<file path="src/rtl/tts_pkg.sv">
// Shared definitions for the truth-table sequencer.
// FSM state encodings and the table-width helper.
package tts_pkg;

   typedef enum logic [1:0] {
      IDLE = 2'd0,
      RUN  = 2'd1,
      DONE = 2'd2
   } tts_state_e;

   // Number of entries in a truth table with n inputs.
   function automatic int tt_width(input int n);
      return 1 << n;
   endfunction

endpackage

</file>
<file path="src/rtl/tts_hold_timer.sv">
// Hold counter for the truth-table sequencer.
// Pulses tc on the last clock of each vector hold.
module tts_hold_timer
   import tts_pkg::*;
#(
   parameter int HOLD_CYCLES = 4
) (
   input  logic clk,
   input  logic rst,
   input  logic clr,
   input  logic en,
   output logic tc
);

   localparam int CW = (HOLD_CYCLES > 1) ? $clog2(HOLD_CYCLES) : 1;
   localparam logic [CW-1:0] LAST = CW'(HOLD_CYCLES - 1);

   logic [CW-1:0] cnt_q;
   logic [CW-1:0] cnt_d;

   // Wrap at LAST so every hold window is exactly HOLD_CYCLES long.
   always_comb begin
      cnt_d = cnt_q;
      if (clr) begin
         cnt_d = '0;
      end else if (en) begin
         cnt_d = (cnt_q == LAST) ? '0 : cnt_q + CW'(1);
      end
   end

   // Terminal count is only meaningful while counting.
   always_comb begin
      tc = en && !clr && (cnt_q == LAST);
   end

   // Count register.
   always_ff @(posedge clk) begin
      if (rst) begin
         cnt_q <= '0;
      end else begin
         cnt_q <= cnt_d;
      end
   end

endmodule

</file>
<file path="src/rtl/truth_table_sequencer.sv">
// Sweeps all input combinations, captures f into a truth table.
// Define TTS_GRAY_ORDER_EN to walk stim in reflected Gray order.
module truth_table_sequencer
   import tts_pkg::*;
#(
   parameter int N_INPUTS    = 3,
   parameter int HOLD_CYCLES = 4,
   parameter logic [(1 << N_INPUTS)-1:0] EXPECTED = '0
) (
   input  logic                            clk,
   input  logic                            rst,
   input  logic                            start,
   input  logic                            f_in,
   output logic [N_INPUTS-1:0]             stim,
   output logic                            busy,
   output logic                            done,
   output logic [tt_width(N_INPUTS)-1:0]   tt,
   output logic                            match,
   output logic [N_INPUTS:0]               mismatch_count
);

   localparam int TW = tt_width(N_INPUTS);
   localparam logic [N_INPUTS-1:0] KLAST = '1;

   tts_state_e          state_q, state_d;
   logic [N_INPUTS-1:0] k_q, k_d;
   logic [N_INPUTS-1:0] stim_q, stim_d;
   logic [TW-1:0]       tt_q, tt_d;
   logic [N_INPUTS:0]   mc_q, mc_d;
   logic                busy_q, busy_d;
   logic                done_q, done_d;
   logic                match_q, match_d;
   logic                start_ok;
   logic                tc;

   assign start_ok = start && (state_q != RUN);

   tts_hold_timer #(
      .HOLD_CYCLES (HOLD_CYCLES)
   ) u_timer (
      .clk (clk),
      .rst (rst),
      .clr (start_ok),
      .en  (state_q == RUN),
      .tc  (tc)
   );

   // Step counter k maps to the stimulus order.
`ifdef TTS_GRAY_ORDER_EN
   assign stim_d = k_d ^ (k_d >> 1);
`else
   assign stim_d = k_d;
`endif

   // Next state, capture and bookkeeping.
   always_comb begin
      state_d = state_q;
      k_d     = k_q;
      tt_d    = tt_q;
      mc_d    = mc_q;
      busy_d  = busy_q;
      done_d  = done_q;
      match_d = match_q;
      unique case (state_q)
         IDLE, DONE: begin
            if (start) begin
               state_d = RUN;
               k_d     = '0;
               tt_d    = '0;
               mc_d    = '0;
               busy_d  = 1'b1;
               done_d  = 1'b0;
               match_d = 1'b0;
            end
         end
         RUN: begin
            if (tc) begin
               tt_d[stim_q] = f_in;
               if (f_in != EXPECTED[stim_q]) begin
                  mc_d = mc_q + (N_INPUTS+1)'(1);
               end
               if (k_q == KLAST) begin
                  state_d = DONE;
                  busy_d  = 1'b0;
                  done_d  = 1'b1;
                  match_d = (tt_d == EXPECTED);
               end else begin
                  k_d = k_q + N_INPUTS'(1);
               end
            end
         end
         default: begin
            state_d = IDLE;
         end
      endcase
   end

   // State and output registers.
   always_ff @(posedge clk) begin
      if (rst) begin
         state_q <= IDLE;
         k_q     <= '0;
         stim_q  <= '0;
         tt_q    <= '0;
         mc_q    <= '0;
         busy_q  <= 1'b0;
         done_q  <= 1'b0;
         match_q <= 1'b0;
      end else begin
         state_q <= state_d;
         k_q     <= k_d;
         stim_q  <= stim_d;
         tt_q    <= tt_d;
         mc_q    <= mc_d;
         busy_q  <= busy_d;
         done_q  <= done_d;
         match_q <= match_d;
      end
   end

   assign stim           = stim_q;
   assign busy           = busy_q;
   assign done           = done_q;
   assign tt             = tt_q;
   assign match          = match_q;
   assign mismatch_count = mc_q;

endmodule
</file>
<file path="config.mk">
export PLATFORM = sky130hd
export DESIGN_NAME = truth_table_sequencer
export DESIGN_NICKNAME = d
export VERILOG_FILES = /design/src/rtl/tts_pkg.sv /design/src/rtl/tts_hold_timer.sv /design/src/rtl/truth_table_sequencer.sv
export SDC_FILE = /design/constraint.sdc
export NUM_CORES = 1
export LEC_CHECK = 0
export BUFFER_PORTS_ARGS = -buffer_cell sky130_fd_sc_hd__clkbuf_2
export CORE_AREA = 2 2 69 71
export DETAILED_ROUTE_END_ITERATION = 12
export DIE_AREA = 0 0 71 73
export HOLD_SLACK_MARGIN = 0.03
export PLACE_DENSITY = 0.48
export REMOVE_ABC_BUFFERS = 1
export SLEW_MARGIN = 25
export SYNTH_ARGS = -nofsm -noshare
export SYNTH_HDL_FRONTEND = slang
export SYNTH_SLANG_ARGS = --single-unit
export TNS_END_PERCENT = 100
</file>
<file path="constraint.sdc">
create_clock -name clk -period 3.1 [get_ports clk]
set_input_delay 0.465 -clock clk [delete_from_list [all_inputs] [get_ports clk]]
set_output_delay 0.465 -clock clk [all_outputs]
set_load 0.005 [all_outputs]
</file>
==> key figures, run 1 <==
Finish
  – Area of the multi-input gates: approximately 660 µm²
  – Nets: about 170
  – ANT cells: 0
  – Syn-to-layout area delta: 12.8%
  – Fraction of layout cells with a size suffix above 1: between 10% and 20%
  – # fillers: 499
  – Reg area: around 440 µm²

Power
  – Maximum VDD drop: between 0.2 and 0.25 mV
  – PnR Total Power: 499 µW
  – Static Leak: between 0.5 and 0.6 nW
  – PD cells: 377 nW/µm²

Clock network
  – Clock Root Buffer: clkbuf_8
  – Clock Path Buffers: 2
  – Num CTS Buffers: 3
  – CTS sink cnt: 22
  – Post-CTS setup buffers: 0
  – # hold bufs at CTS: 0
  – Cts repair resizes: 0
  – Clock transition at path regs: 70 ps
  – H-tree depth: 1
  – Worst-Skew Late Latency: 260 ps
  – CTS tree: done

STA
  – Period utilization: 62.9%
  – Fin Setup TNS: 0 ps
  – Min cycle time layout: 1950 ps
  – Worst Hold Slack: between 500 and 600 ps
  – RSZ-0062 raised after global routing: no
  – Worst Tran Pin Value: between 600 and 700 ps
  – Final WS setup: ~1200 ps
  – Setup Viol. Count Final: 0
  – Slew margin rel.: between 50% and 60%
  – Final Hold Viols: 0
  – Clock skew: ~1.9 ps
  – Slew Viols, Final: 0
  – Maximum clock rate: approximately 0.51 GHz

Synth
  – Syn Inst Count: 146
  – Ys async rst share: 0%
  – Mapped Area: around 1200 µm²
  – Post-synth top area share: a little under two fifths
  – Synth Area per Inst: 8.04 µm²
  – Yosys top cell by area: dfxtp_1
  – Synth cell types: 31
  – Sequential area share after synthesis: a little under two fifths
  – Area contributors post-synth: dfxtp_1 38%, a21oi_1 10%, ha_1 4.3%, nor2_1 4.2%, o21ai_1 3.8%
  – Ys flop type: dfxtp_1
  – Register bit total from synthesis: 22
  – Synth warn: 0
  – Number of synthesized flops with an enable pin: 0

Floorplanning
  – Cell Rows: 25
  – Initial Util: around a quarter
  – Die outline height: ~73 µm
  – DIE AREA: between 5000 and 6000 µm²
  – Die Wd: a little over 70 µm
  – Core ar.: about 4500 µm²
  – IO Pins: 22

Critical path
  – Worst setup EP type: flop
  – Arr. time, crit path: about 2200 ps
  – CP Class: reg -> reg
  – Worst path slowest cell: dfxtp_1
  – Critical path required time: approximately 3300 ps
  – CP Cell Sequence: nor2b_1 -> o31ai_1 -> a222oi_1 -> a32o_1
  – Critical Path Max Stage Delay: about 600 ps
  – Worst Path Max Fanout: 14
  – WP buf/inv: 0
  – Startpoint types: flop
  – Critical path's top delay family: compound AO/OA/AOI/OAI gates

Global routing
  – Initial antenna violation count: 0
  – First-pass GRT wire length: approximately 4900 µm
  – GRT Residual Overflow: 0
  – Vias in the first global route: roughly 1100
  – Total track usage: about an eighth
  – Largest net degree at the start of global routing: 24

Min path
  – HP Class: reg -> reg

Place
  – Hpwl dp: between 2000 and 2500 µm
  – GPL Wtd Cong: about 0.80
  – Dpl ws: around 1200 ps
  – IO buf count: 21

Routing
  – Post-DRT Antenna Nets: 0
  – WL final: 2890 µm
  – DR iter-0 viols: 51
  – Detailed Routing Iterations Pass 1: 4
  – Via count: approximately 1100
  – Vias per Instance: roughly 5.1
  – Routed WL per cell: between 10 and 15 µm
  – DRC viols: 0

Outcome
  – Status: completed

Job
  – Max-cap viol count: 0
report_power, final:
part           leakage, nW  internal, mW  switching (mW)
sequential           0.178         0.287         0.00450
combinational        0.324        0.0114          0.0229
clock               0.0216        0.0866          0.0870
total                0.523         0.385           0.114
synth_stat cells, types with 2 or more instances:
master     n
a211oi_1   3
a21oi_1   24
a31oi_1    3
and3_1     3
buf_4      3
buf_6      2
clkbuf_1   3
dfxtp_1   22
ha_1       4
inv_1      3
mux2i_1    3
nand2_1   12
nand2b_1   3
nand3_1    6
nand3b_1   5
nor2_1    13
nor2b_1    4
nor3_1     5
o21ai_1    9
o31ai_1    2
or3_1      3
xnor2_1    2
cell families (layout without fill, tap and decap cells):
| group | Yosys count | after routing | share of synthesized area [%] |
|---|---|---|---|
| and+or+nand+nor | 58 | 58 | 26.0 |
| AOI/OAI and AO/OA | 45 | 45 | 21.7 |
| DFF | 22 | 22 | 37.5 |
| buffers and inverters | 12 | 27 | 6.40 |
| adders and majority gates | 4 | 4 | 4.26 |
| muxes | 3 | 3 | 2.56 |
| xor gates and xnor gates | 2 | 2 | 1.49 |
placed cells by master (no fill, tap or decap), types with 4 or more instances in the layout:
master / Yosys / routed
nor3_1: 5 / 5
nand3_1: 6 / 6
o21ai_1: 9 / 9
ha_1: 4 / 4
nor2b_1: 4 / 4
nand2_1: 12 / 12
a21oi_1: 24 / 24
clkbuf_2: 0 / 21
nand3b_1: 5 / 5
dfxtp_1: 22 / 22
nor2_1: 13 / 13
final timing paths:
kind            from    end  slack [ps]  cells past startpoint
min reg2reg    match  match         510                      1
max          stim[2]  match        1150                      4
max reg2reg  stim[2]  match        1150                      4
min            match  match         510                      1
per-stage QoR:
stage | cell area, µm² | util, % | cells
final | 1320 | 29.2 | 215
after global placement | 1280 | 28.3 | 212
after detailed placement | 1280 | 28.3 | 212
after floorplan | 1110 | - | 137
after global routing | 1320 | 29.2 | 215
after CTS | 1320 | 29.2 | 215
registers in the layout, summed over array words and instances, names as in the netlist:
| signal | flops |
|---|---|
| match | 1 |
| busy | 1 |
| stim | 3 |
| state_q | 2 |
| u_timer.cnt_q | 2 |
| done | 1 |
| mismatch_count | 4 |
| tt | 8 |
area by class of cell:
type | count | share of cell area, %
timing repair buffer | 21 | 7.94
tap | 54 | 5.10
clock buffer | 3 | 3.12
multi-input combinational | 112 | 49.7
inverter | 3 | 0.851
sequential | 22 | 33.3
metal layers:
metal | vias to the layer above | share of wire (%) | global-route usage, %
met2 | 32 | 47 | 20.1
met1 | 522 | 47 | 15.2
met4 | 0 | 0.28 | 1.89
met5 | - | 0 | 0
li1 | 550 | - | -
met3 | 2 | 5.9 | 3.04
Power figures use the tool's default switching activity.
==> run 2: changes to the inputs <==
- ABC_AREA: not set -> 1
- CORE_AREA: 2 2 69 71 -> 2 2 68 70
- DIE_AREA: 0 0 71 73 -> 0 0 70 72
- PLACE_DENSITY: 0.48 -> 0.5
- clock period: 3.1 -> 1.6 ns (I/O delays scaled with it)
==> run 2 against run 1 <==
Net effect: routed wire length down 12%; final cell count up 13%; non-clock buffer count up 3; area after synthesis down 3.5%; combinational power rose to 4.1 times the previous value; clock skew up 4.2 ps; sequential cell count unchanged; total power up 150%; worst hold slack worse by 210 ps; design area up 4.5%; setup slack worse by 930 ps; register-to-register slack worse by 930 ps; critical path type unchanged; critical endpoint unchanged; highest routed layer unchanged.
==> key figures, run 2 <==
Global routing
  – First-pass GRT wire length: 4420 µm (was 4910 µm)
  – Initial antenna violation count: 0 (unchanged)
  – Vias in the first global route: 994 (was 1057)
  – Total track usage: 10.7% (was 11.8%)
  – GRT Residual Overflow: 0 (unchanged)
  – Largest net degree at the start of global routing: 17 (was 24)

Critical path
  – CP Cell Sequence: ha_1 -> ha_1 -> nand4_1 -> inv_1 -> nand2_1 -> nor2_1 -> nand3_1 -> a21oi_1 (was nor2b_1 -> o31ai_1 -> a222oi_1 -> a32o_1)
  – Most used cell, CP: ha_1
  – Arr. time, crit path: 1570 ps (was 2150 ps)
  – CP Class: reg -> reg (unchanged)
  – FF-to-FF setup slack: 220 ps (was 1150 ps)
  – WP buf/inv: 1 (was 0)
  – Worst Path Max Fanout: 5 (was 14)
  – Startpoint types: flop (unchanged)
  – Critical path required time: 1800 ps (was 3300 ps)
  – Critical Path Max Stage Delay: 410 ps (was 600 ps)
  – Critical path's top delay family: flip-flops (was compound AO/OA/AOI/OAI gates)
  – Worst setup EP type: flop (unchanged)
  – Worst path slowest cell: dfxtp_1 (unchanged)

Power
  – Static Leak: 0.612 nW (was 0.523 nW)
  – Maximum VDD drop: 0.295 mV (was 0.225 mV)
  – PD cells: 892 nW/µm² (was 377 nW/µm²)
  – PnR Total Power: 1.23 mW (was 499 µW)

STA
  – Worst Hold Slack: 307 ps (was 513 ps)
  – Final Hold Viols: 0 (unchanged)
  – Worst Tran Pin Value: 315 ps (was 604 ps)
  – Slew margin rel.: 79.0% (was 59.6%)
  – Setup Viol. Count Final: 0 (unchanged)
  – Clock skew: 6.10 ps (was 1.94 ps)
  – Min cycle time layout: 1380 ps (was 1950 ps)
  – RSZ-0062 raised after global routing: no (unchanged)
  – Period utilization: 85.9% (was 62.9%)
  – Slew Viols, Final: 0 (unchanged)
  – Fin Setup TNS: 0 ps (unchanged)
  – Maximum clock rate: 0.727 GHz (was 0.513 GHz)

Place
  – IO buf count: 21 (unchanged)
  – GPL Wtd Cong: 0.741 (was 0.797)
  – Hpwl dp: 1960 µm (was 2070 µm)

Finish
  – Commonest non-fill, non-tap cell in the layout: nand2_1 (was a21oi_1)
  – ANT cells: 0 (unchanged)
  – Area of the multi-input gates: 581 µm² (was 658 µm²)
  – Most frequent cells in the layout: 46 x nand2_1, 22 x dfxtp_1, 21 x clkbuf_2, 18 x inv_1, 17 x nand3_1 (was 24 x a21oi_1, 22 x dfxtp_1, 21 x clkbuf_2, 13 x nor2_1, 12 x nand2_1)
  – # fillers: 491 (was 499)
  – Syn-to-layout area delta: 22.2% (was 12.8%)
  – Fraction of layout cells with a size suffix above 1: 22.4% (was 16.8%)
  – Nets: 201 (was 171)
  – Max reg flops: 8 (unchanged)
  – Reg area: 440 µm² (unchanged)

Synth
  – Post-synth top area share: 38.9% (was 37.5%)
  – Synth cell types: 25 (was 31)
  – Ys flop type: dfxtp_1 (unchanged)
  – Syn Inst Count: 167 (was 146)
  – Yosys top cell by area: dfxtp_1 (unchanged)
  – Synth warn: 0 (unchanged)
  – Ys async rst share: 0% (unchanged)
  – Count leader, synth: nand2_1 (was a21oi_1)
  – Register bit total from synthesis: 22 (unchanged)
  – Area contributors post-synth: dfxtp_1 39%, nand2_1 15%, nand3_1 7.5%, a21oi_1 6.6%, inv_1 6.0% (was dfxtp_1 38%, a21oi_1 10%, ha_1 4.3%, nor2_1 4.2%, o21ai_1 3.8%)
  – Synth top cells by count: 46 x nand2_1, 22 x dfxtp_1, 18 x inv_1 (was 24 x a21oi_1, 22 x dfxtp_1, 13 x nor2_1)
  – Number of synthesized flops with an enable pin: 0 (unchanged)
  – Sequential area share after synthesis: 38.9% (was 37.5%)
  – Mapped Area: 1130 µm² (was 1170 µm²)
  – Synth Area per Inst: 6.78 µm² (was 8.04 µm²)

Outcome
  – Status: completed (unchanged)

Floorplanning
  – Core ar.: 4260 µm² (was 4540 µm²)
  – IO Pins: 22 (unchanged)
  – Die Wd: 70 µm (was 71 µm)
  – DIE AREA: 5040 µm² (was 5180 µm²)
  – Initial Util: 26.6% (was 25.9%)
  – Cell Rows: 24 (was 25)
  – Die outline height: 72 µm (was 73 µm)

Clock network
  – Clock Path Buffers: 2 (unchanged)
  – H-tree depth: 1 (unchanged)
  – Cts repair resizes: 0 (unchanged)
  – CTS sink cnt: 22 (unchanged)
  – Num CTS Buffers: 3 (unchanged)
  – Clock transition at path regs: 90 ps (was 70 ps)
  – CTS tree: done (unchanged)
  – Clock Root Buffer: clkbuf_8 (unchanged)
  – Worst-Skew Late Latency: 260 ps (about the same)
  – Post-CTS setup buffers: 0 (unchanged)
  – # hold bufs at CTS: 0 (unchanged)

Routing
  – Post-DRT Antenna Nets: 0 (unchanged)
  – Vias per Instance: 4.33 (was 5.14)
  – Via count: 1057 (was 1106)
  – WL final: 2540 µm (was 2890 µm)
  – DRC viols: 0 (unchanged)
  – DR iter-0 viols: 34 (was 51)
  – Routed WL per cell: 10.4 µm (was 13.4 µm)
  – Detailed Routing Iterations Pass 1: 4 (unchanged)

Min path
  – HP Class: in -> reg (was reg -> reg)

Job
  – Max-cap viol count: 0 (unchanged)
## run 2: cell count changes after synthesis, sizes merged, moves of 9 or more
cell	before	now
inv	3	24
nand2	12	49
nand3	6	17
a21oi	24	15
## run 2: area by class of cell
type	count	share of cell area, %
Multi-Input combinational cell	116	42.0
Clock inverter	1	2.17
Inverter	26	7.14
Timing Repair Buffer	24	9.22
Sequential cell	22	31.8
Clock buffer	3	2.98
Tap cell	52	4.70
## run 2: final timing paths
path | from | endpoint | cells past startpoint
max reg2reg | stim[1] | match | 8
min | start | state_q[1] | 4
max | stim[1] | match | 8
min reg2reg | done | done | 2
## run 2: cells by family (layout without fill, tap and decap cells)
| logic type | Yosys count | count (layout) | synth area share, % |
|---|---|---|---|
| fa+ha+maj | 4 | 4 | 4.42 |
| flops | 22 | 22 | 38.9 |
| buf+inv | 29 | 54 | 9.83 |
| simple gates | 84 | 84 | 33.0 |
| compound gates | 28 | 28 | 13.8 |
## run 2: per-stage QoR
stage               std cells  instance area [µm²]  setup slack, ps  utilization [%]
floorplan                 164                 1120              163                -
global placement          240                 1310              285             30.8
detailed placement        240                 1310              230             30.8
CTS                       244                 1380              208             32.5
global route              244                 1380             92.2             32.5
finish                    244                 1380              225             32.5
## run 2: tightest hold or removal path, delay by kind of cell
family	cells	cell delay [ps]
buffers and inverters	2	150
and+or+nand+nor	1	80
AOI/OAI and AO/OA	1	60
## run 2: per-layer routing
metal	track usage, %	vias to the layer above	wire length (µm)
li1	-	586	-
met1	13.6	456	1250
met2	17.9	13	1180
met3	2.22	2	76
met4	4.49	0	34
met5	0	-	0
## run 2: where the power goes
group          switching, mW  total (mW)  internal [mW]
clock network          0.188       0.522          0.334
registers             0.0109       0.573          0.562
logic                 0.0930       0.139         0.0456
total                  0.292        1.23          0.942
